File: src/rtl/control_unit.sv
// Purpose : multi-cycle Moore sequencer for the 8-bit edulent CPU; drives PC/IR/SP/A/memory strobes.
// Latency : FETCH+DECODE+EX; NOP/LDA/ADD_A/JMP 3 cycles, RET 4, CALL 5; next_instr marks retirement.
// Backpressure: none; memory is assumed single-cycle, so the sequencer never stalls.
//
// Ports:
//   i_clk, i_rstn            clock (rising edge), asynchronous active-low reset
//   i_opcode[7:0]            IR contents, sampled only in DECODE
//   o_ir_load, o_mem_rd,     IR load, memory read strobe,
//   o_mem_wr                 memory write strobe (write data = PC)
//   o_addr_sel[1:0]          address mux: 00=PC 01=SP 10=TMP
//   o_pc_inc, o_pc_load,     PC increment, PC load,
//   o_pc_src                 PC load source: 0=data bus, 1=TMP
//   o_tmp_load, o_a_load,    TMP load, A load,
//   o_alu_add                ALU add with flag update
//   o_sp_inc, o_sp_dec       stack pointer adjust (stack grows down, SP = next free slot)
//   o_halted, o_illegal      halt status, illegal-opcode trap status
//   next_instr               one-cycle pulse in the final cycle of each instruction
//
// Configuration macro: CONTROL_UNIT_ILLEGAL_TRAP_EN
//   defined     : undecoded opcode halts with o_illegal=1, no next_instr pulse
//   not defined : undecoded opcode behaves as NOP, o_illegal tied 0

module control_unit (
    input  logic       i_clk,
    input  logic       i_rstn,
    input  logic [7:0] i_opcode,
    output logic       o_ir_load,
    output logic       o_mem_rd,
    output logic       o_mem_wr,
    output logic [1:0] o_addr_sel,
    output logic       o_pc_inc,
    output logic       o_pc_load,
    output logic       o_pc_src,
    output logic       o_tmp_load,
    output logic       o_a_load,
    output logic       o_alu_add,
    output logic       o_sp_inc,
    output logic       o_sp_dec,
    output logic       o_halted,
    output logic       o_illegal,
    output logic       next_instr
);

    localparam logic [7:0] OP_NOP   = 8'h00;
    localparam logic [7:0] OP_LDA   = 8'h10;
    localparam logic [7:0] OP_ADD_A = 8'h20;
    localparam logic [7:0] OP_JMP   = 8'h80;
    localparam logic [7:0] OP_RET   = 8'hB0;
    localparam logic [7:0] OP_CALL  = 8'hC1;
    localparam logic [7:0] OP_HLT   = 8'hFF;

    localparam logic [1:0] ADDR_PC  = 2'b00;
    localparam logic [1:0] ADDR_SP  = 2'b01;

    typedef enum logic [2:0] {
        RST_IDLE = 3'd0,
        FETCH    = 3'd1,
        DECODE   = 3'd2,
        EX1      = 3'd3,
        EX2      = 3'd4,
        EX3      = 3'd5,
        HALT     = 3'd6
    } state_t;

    state_t     state_q,    state_d;
    logic [7:0] opcode_q,   opcode_d;
    // Set after the first HALT cycle so the HLT retirement pulse is one cycle wide.
    logic       halt_ack_q, halt_ack_d;

`ifdef CONTROL_UNIT_ILLEGAL_TRAP_EN
    function automatic logic is_decoded(input logic [7:0] op);
        case (op)
            OP_NOP, OP_LDA, OP_ADD_A, OP_JMP,
            OP_RET, OP_CALL, OP_HLT:         is_decoded = 1'b1;
            default:                         is_decoded = 1'b0;
        endcase
    endfunction
`endif

    // ------------------------------------------------------------------
    // State registers
    // ------------------------------------------------------------------
    always_ff @(posedge i_clk or negedge i_rstn) begin
        if (!i_rstn) begin
            state_q    <= RST_IDLE;
            opcode_q   <= OP_NOP;
            halt_ack_q <= 1'b0;
        end else begin
            state_q    <= state_d;
            opcode_q   <= opcode_d;
            halt_ack_q <= halt_ack_d;
        end
    end

    // ------------------------------------------------------------------
    // Next-state logic
    // ------------------------------------------------------------------
    always_comb begin
        state_d    = state_q;
        opcode_d   = opcode_q;
        halt_ack_d = halt_ack_q;

        case (state_q)
            RST_IDLE: state_d = FETCH;

            FETCH:    state_d = DECODE;

            DECODE: begin
                // Only point where the IR is observed; later IR changes are ignored.
                opcode_d   = i_opcode;
                halt_ack_d = 1'b0;
                if (i_opcode == OP_HLT) begin
                    state_d = HALT;
                end
`ifdef CONTROL_UNIT_ILLEGAL_TRAP_EN
                else if (!is_decoded(i_opcode)) begin
                    state_d = HALT;
                end
`endif
                else begin
                    state_d = EX1;
                end
            end

            EX1: begin
                if (opcode_q == OP_CALL || opcode_q == OP_RET) begin
                    state_d = EX2;
                end else begin
                    // NOP, LDA, ADD_A, JMP and (untrapped) undecoded opcodes retire here.
                    state_d = FETCH;
                end
            end

            EX2: begin
                if (opcode_q == OP_CALL) begin
                    state_d = EX3;
                end else begin
                    state_d = FETCH;
                end
            end

            EX3:      state_d = FETCH;

            HALT: begin
                // Sticky until reset.
                state_d    = HALT;
                halt_ack_d = 1'b1;
            end

            default:  state_d = RST_IDLE;
        endcase
    end

    // ------------------------------------------------------------------
    // Moore outputs: function of state_q, opcode_q and the halt pulse flag
    // ------------------------------------------------------------------
    always_comb begin
        o_ir_load  = 1'b0;
        o_mem_rd   = 1'b0;
        o_mem_wr   = 1'b0;
        o_addr_sel = ADDR_PC;
        o_pc_inc   = 1'b0;
        o_pc_load  = 1'b0;
        o_pc_src   = 1'b0;
        o_tmp_load = 1'b0;
        o_a_load   = 1'b0;
        o_alu_add  = 1'b0;
        o_sp_inc   = 1'b0;
        o_sp_dec   = 1'b0;
        o_halted   = 1'b0;
        o_illegal  = 1'b0;
        next_instr = 1'b0;

        case (state_q)
            FETCH: begin
                o_mem_rd   = 1'b1;
                o_addr_sel = ADDR_PC;
                o_ir_load  = 1'b1;
                o_pc_inc   = 1'b1;
            end

            EX1: begin
                case (opcode_q)
                    OP_LDA: begin
                        // Immediate operand sits at PC; step past it.
                        o_mem_rd   = 1'b1;
                        o_addr_sel = ADDR_PC;
                        o_a_load   = 1'b1;
                        o_pc_inc   = 1'b1;
                        next_instr = 1'b1;
                    end
                    OP_ADD_A: begin
                        o_alu_add  = 1'b1;
                        o_a_load   = 1'b1;
                        next_instr = 1'b1;
                    end
                    OP_JMP: begin
                        o_mem_rd   = 1'b1;
                        o_addr_sel = ADDR_PC;
                        o_pc_load  = 1'b1;
                        o_pc_src   = 1'b0;
                        next_instr = 1'b1;
                    end
                    OP_CALL: begin
                        // Target goes to TMP; PC advances so it becomes the return address.
                        o_mem_rd   = 1'b1;
                        o_addr_sel = ADDR_PC;
                        o_tmp_load = 1'b1;
                        o_pc_inc   = 1'b1;
                    end
                    OP_RET: begin
                        // SP points at the free slot; step up to the saved return address.
                        o_sp_inc   = 1'b1;
                    end
                    default: begin
                        // NOP and undecoded opcodes that were not trapped.
                        next_instr = 1'b1;
                    end
                endcase
            end

            EX2: begin
                if (opcode_q == OP_CALL) begin
                    o_mem_wr   = 1'b1;
                    o_addr_sel = ADDR_SP;
                    o_sp_dec   = 1'b1;
                end else if (opcode_q == OP_RET) begin
                    o_mem_rd   = 1'b1;
                    o_addr_sel = ADDR_SP;
                    o_pc_load  = 1'b1;
                    o_pc_src   = 1'b0;
                    next_instr = 1'b1;
                end
            end

            EX3: begin
                if (opcode_q == OP_CALL) begin
                    o_pc_load  = 1'b1;
                    o_pc_src   = 1'b1;
                    next_instr = 1'b1;
                end
            end

            HALT: begin
                o_halted = 1'b1;
`ifdef CONTROL_UNIT_ILLEGAL_TRAP_EN
                if (opcode_q != OP_HLT) begin
                    o_illegal = 1'b1;
                end else begin
                    next_instr = !halt_ack_q;
                end
`else
                next_instr = !halt_ack_q;
`endif
            end

            default: ;
        endcase
    end

endmodule

File: config.mk
export PLATFORM = sky130hd
export DESIGN_NAME = control_unit
export DESIGN_NICKNAME = d
export VERILOG_FILES = /design/src/rtl/control_unit.sv
export SDC_FILE = /design/constraint.sdc
export NUM_CORES = 1
export LEC_CHECK = 0
export CAP_MARGIN = 20
export CORE_UTILIZATION = 40
export CTS_CLUSTER_DIAMETER = 60
export DETAILED_ROUTE_END_ITERATION = 8
export GPL_TIMING_DRIVEN = 0
export PLACE_DENSITY = 0.72
export SKIP_LAST_GASP = 1
export SYNTH_ARGS = -nofsm -noshare
export SYNTH_HDL_FRONTEND = slang
export SYNTH_SLANG_ARGS = --single-unit
export TNS_END_PERCENT = 10
File: constraint.sdc
create_clock -name i_clk -period 2.2 [get_ports i_clk]
set_input_delay 0.22 -clock i_clk [delete_from_list [all_inputs] [get_ports i_clk]]
set_output_delay 0.22 -clock i_clk [all_outputs]
set_load 0.01 [all_outputs]
* Word-level counts from Yosys, hierarchy flattened
Cells that the tools add are included.
Storage, ports and cells: input port bits 10, logic and storage cells 53, flip-flop bits (word level) 12, output and inout bits 16
Operators by class: equal/unequal tests 12, reduce and logical (&&, ||, !) cells 9, mux-type cells 29
Operator list (count):
- $eq A8 B8 Y1 const B | 4
- $mux W1 | 20
- $pmux W3 S6 | 1
- $eq A3 B3 Y1 const B | 3
- $mux W3 | 3
- $eq A8 B5 Y1 const B | 1
- $eq A8 B6 Y1 const B | 1
- $reduce_or A2 Y1 | 4
- $eq A3 B2 Y1 const B | 2
- $pmux W1 S3 | 2
- $pmux W1 S2 | 2
- $pmux W1 S4 | 1
- $eq A3 B1 Y1 const B | 1
- $logic_not A3 Y1 | 1
- $reduce_or A3 Y1 | 1
- $reduce_bool A2 Y1 | 1
- $logic_not A1 Y1 | 1
- $logic_or A1 B1 Y1 | 1

* Longest topological paths before layout
depth in word-level cells 4, depth in mapped cells 5

* Least setup slack after synthesis
OpenSTA, ideal clock, no wires.
path kind register -> output, start register opcode_q[1], end output port o_sp_dec, arrival time 1.831 ns, cell stages (with the launch flop) 6, slack 0.149 ns, cell sequence dfrtp_1 > or4b_4 > or2_1 > buf_6 > nor3_1 > buf_4
Between the ends: word-level cells in the longest chain between the ends 3
Ends and longest elaborated chain:
- start, declared | RTL line 66 | logic [7:0] opcode_q, opcode_d;
- start signal, assigned | RTL line 90 | opcode_q <= opcode_d;
- $eq A8 B8 Y1 | RTL line 223 | if (opcode_q == OP_CALL) begin
- $mux W1 (2 in a row)
- end, declared | RTL line 38 | output logic o_sp_dec,
Every way passes these cells.

* Worst setup path in the final report
start register opcode_q[5], end output port o_mem_rd
Between the ends: word-level cells in the longest chain between the ends 4
Ends and longest elaborated chain:
- $eq A8 B8 Y1, or another cell as far along | RTL line 183, 223
- $reduce_or A3 Y1 (no source line) or $mux W1 (tied branches)
- $mux W1 (on tied branches) | RTL line 183, 223
- $pmux W1 S3 * | RTL line 174 | case (state_q)
- end, declared | RTL line 28 | output logic o_mem_rd,
Mark *: on every way between the ends. The rest lies on a longest branch, timed or not.

==> results list <==
- The flow ran to the end, but the final reports show violations.
- The checks that failed: setup timing.
- For this run, design rule violations remaining after detail routing come to 0.
- TritonCTS created 3 clock buffers.
- Biggest fanout along the worst timing path: 7
* Slew Limit Fails: 0
* Initial detailed-routing violation count: 6
- Design area: 1060 um^2
* Worst relative slew slack: 0.656
- Sum of overflow across all layers after global routing: 0
- Clock tree synthesis found a total of 12 sinks.
* Fraction of the core area covered by cells at the end of the flow: 0.606
* Number of buffers inserted by post-CTS setup repair: 0
* Effective utilization at floorplan: 0.431
- The worst hold path belongs to the class primary input to async pin.
* Ratio of final minimum period to clock period: 1.08
- The mapped netlist covers 752 um^2.
- Dividing the detail-routed wire length by the instance count gives 11.6 um.
- Of the post-synthesis cell area, the dominant cell type holds 0.399.
* Clock root buffer: clkbuf_4
- The die covers 2060 um^2.
- Using the TritonRoute via totals, the vias-per-cell ratio works out to 5.13.
- Placed Instance Area: 1020 um^2
* Kind of start point of the critical path: flop
- Measured along the x axis, the die boundary spans 45.4 um.
- Cts hold-fix bufs: 0
- Counting flops and latches in the post-synthesis netlist gives 12.
- The via count of the first global-routing pass came to 571.
* Avg Synthesized Cell Area: 9.77 um^2
- Wires add up to 1500 um.
* Clock latency of the later-clocked register in the worst-skew pair: 0.27 ns
- Largest clock skew in the final design: 0.00885 ns
* Element type at the critical path end: output pin
- The final layout contains 116 nets.
* Share of the yosys chip area belonging to registers: 0.399
* Overall routing resource usage: 0.175
- Final sum of negative setup slack: -1.10 ns
- During placement, the flow inserted port buffers numbering 23.
* Chip Height: 45.4 um
- I/O pin total: 26
- Proportion of layout cells with a drive suffix above 1: 0.229
* CP max-delay cell: or4bb_1
- Entering global routing, the biggest net connects 13 pins.
- In this run the register-to-register setup slack is 0.51 ns.
- During synthesis, Yosys emitted a total of 0 warnings.
* Vias after detailed routing: 667
* Critical path required time: 1.98 ns
- Max-cap violations in this run came to 0.
- Walking the worst path, the cells encountered are or4bb_1, or2_1, buf_6, a21o_2, o211ai_1, clkdlybuf4s15_2.
* Cell accounting for the most synthesized area: dfrtp_1
- Delay-heaviest family, CP: simple AND/OR/NAND/NOR gates
- Subtracting the final worst setup slack from the clock period gives 2.37 ns.
- Slew at the pin with the worst max-slew slack: 0.514 ns
- Distinct cell type count of the synthesized netlist: 30
* Number of failing setup endpoints in the final timing report: 9
- 0 antenna diodes ended up in the layout.
- Core Footprint: 1750 um^2
- The largest single stage delay on the critical path is 0.53 ns.
* Post-detailed-route count of antenna-violating nets: 0
- Half-perimeter wire length after detailed placement: 1220 um
- The worst-case IR drop observed on VDD is 0.000541 V.
- Leakage power: 0.472 nW
- Arrival @ worst endpoint: 2.15 ns
- Mapped Cells: 77
- Synth area leaders: dfrtp_1 40%, mux2_2 12%, nand2b_1 5.0%
* Fmax achieved: 0.422 GHz
* DRT Pass-1 Iters: 2
- After clock tree synthesis, the clock-pin slew on the worst setup and hold paths is 0.08 ns.
- Initial antenna violation count: 0
- Setup repair after global routing could not meet its margin everywhere.
* Wire length of the first global-routing pass: 2530 um
- After layout, the worst setup slack is -0.169 ns.
- Max Root-Sink Buffers: 2
- The number of buffers and inverters on the critical path is 2.
* Total power divided by cell area: 1040 nW/um^2
- Placer's final routability congestion estimate: 0.806
* Number of cell rows: 15
- The critical path is of the flop to output pin type.
- TritonCTS clock tree: yes
- Relative area change from synthesis to final layout: 40.6%
- CTS H-tree depth: 1
- The count of endpoints failing hold in the final timing report is 0.
==> registers in the layout (all words and copies together), names as in the netlist <==
register	cells
halt_ack_q	1
opcode_q	8
state_q	3
==> repair_timing <==
action / in CTS / in global routing
resized for setup: 16 / 1
cloned: 0 / 0
setup endpoints to repair: 12 / 13
==> cell type report <==
type / instances / area, um^2
Tap cell: 25 / 31.3
Sequential cell: 12 / 300
Clock buffer: 4 / 36.3
Multi-Input combinational cell: 58 / 412
Fill cell: 164 / 688
Buffer: 5 / 37.5
Timing Repair Buffer: 23 / 229
Inverter: 3 / 11.3
==> power breakdown <==
part	internal (mW)	switching, mW
Combinational	0.269	0.217
Sequential	0.318	0.119
Clock	0.100	0.0715
==> placed cells by master (no fill, tap or decap), drive strengths merged <==
master         instances
a211oi                 1
a21o                   4
a21oi                  4
a32o                   1
buf                    4
clkbuf                 5
clkdlybuf4s15          4
clkdlybuf4s50         13
conb                   2
dfrtp                 12
dlygate4sd2            5
dlymetal6s2s           1
inv                    3
mux2                   8
nand2                  3
nand2b                 6
nand3b                 1
nand4                  2
nand4bb                1
nor2                   7
nor3                   7
o211ai                 2
o21ai                  3
o21bai                 1
o31ai                  1
or2                    1
or4                    1
or4b                   1
or4bb                  1
==> layer usage <==
layer / vias up / track usage / routed length [um]
met5: - / 0 / 0
li1: 330 / - / -
met4: 0 / 0.0909 / 12
met1: 316 / 0.228 / 691
met3: 2 / 0.0120 / 58
met2: 19 / 0.290 / 739
==> worst paths after layout <==
path,startpoint,endpoint,depth (start not counted)
worst max-delay path,opcode_q[5],o_mem_rd,6
worst min register to register,halt_ack_q,halt_ack_q,1
worst max register to register,opcode_q[5],state_q[2],5
max in group asynchronous,i_rstn,state_q[0],1
worst min-delay path,i_rstn,opcode_q[5],1
min in group i_clk,halt_ack_q,halt_ack_q,1
==> logic make-up after synthesis <==
group | synth area share
buffers and inverters | 0.0649
muxes | 0.120
AOI/OAI and AO/OA | 0.153
and+or+nand+nor | 0.258
other | 0.00499
DFF | 0.399
==> through the flow <==
step / worst slack [ns] / power (mW) / hold slack, ns / instances
final: -0.169 / 1.09 / 0.286 / 130
after global routing: -0.280 / 1.19 / 0.322 / 130
after CTS: -0.190 / 1.10 / 0.301 / 130
after detailed placement: -0.265 / 0.940 / 0.483 / 126
after global placement: -0.225 / 0.929 / 0.461 / 126
after floorplan: 0.149 / 0.752 / -0.0756 / 78
==> cell usage after synthesis, drive strengths merged <==
cell	number
nand4	2
a211oi	1
nor3	7
or4bb	1
o21ai	3
o21bai	1
or4b	1
a21oi	4
or2	1
a32o	1
nor2	7
o31ai	1
nand2	3
a21o	4
dfrtp	12
buf	4
clkbuf	1
or4	1
conb	1
inv	3
nand2b	6
nand4bb	1
o211ai	2
mux2	8
nand3b	1
No activity file was read; power rests on OpenSTA's default activity.
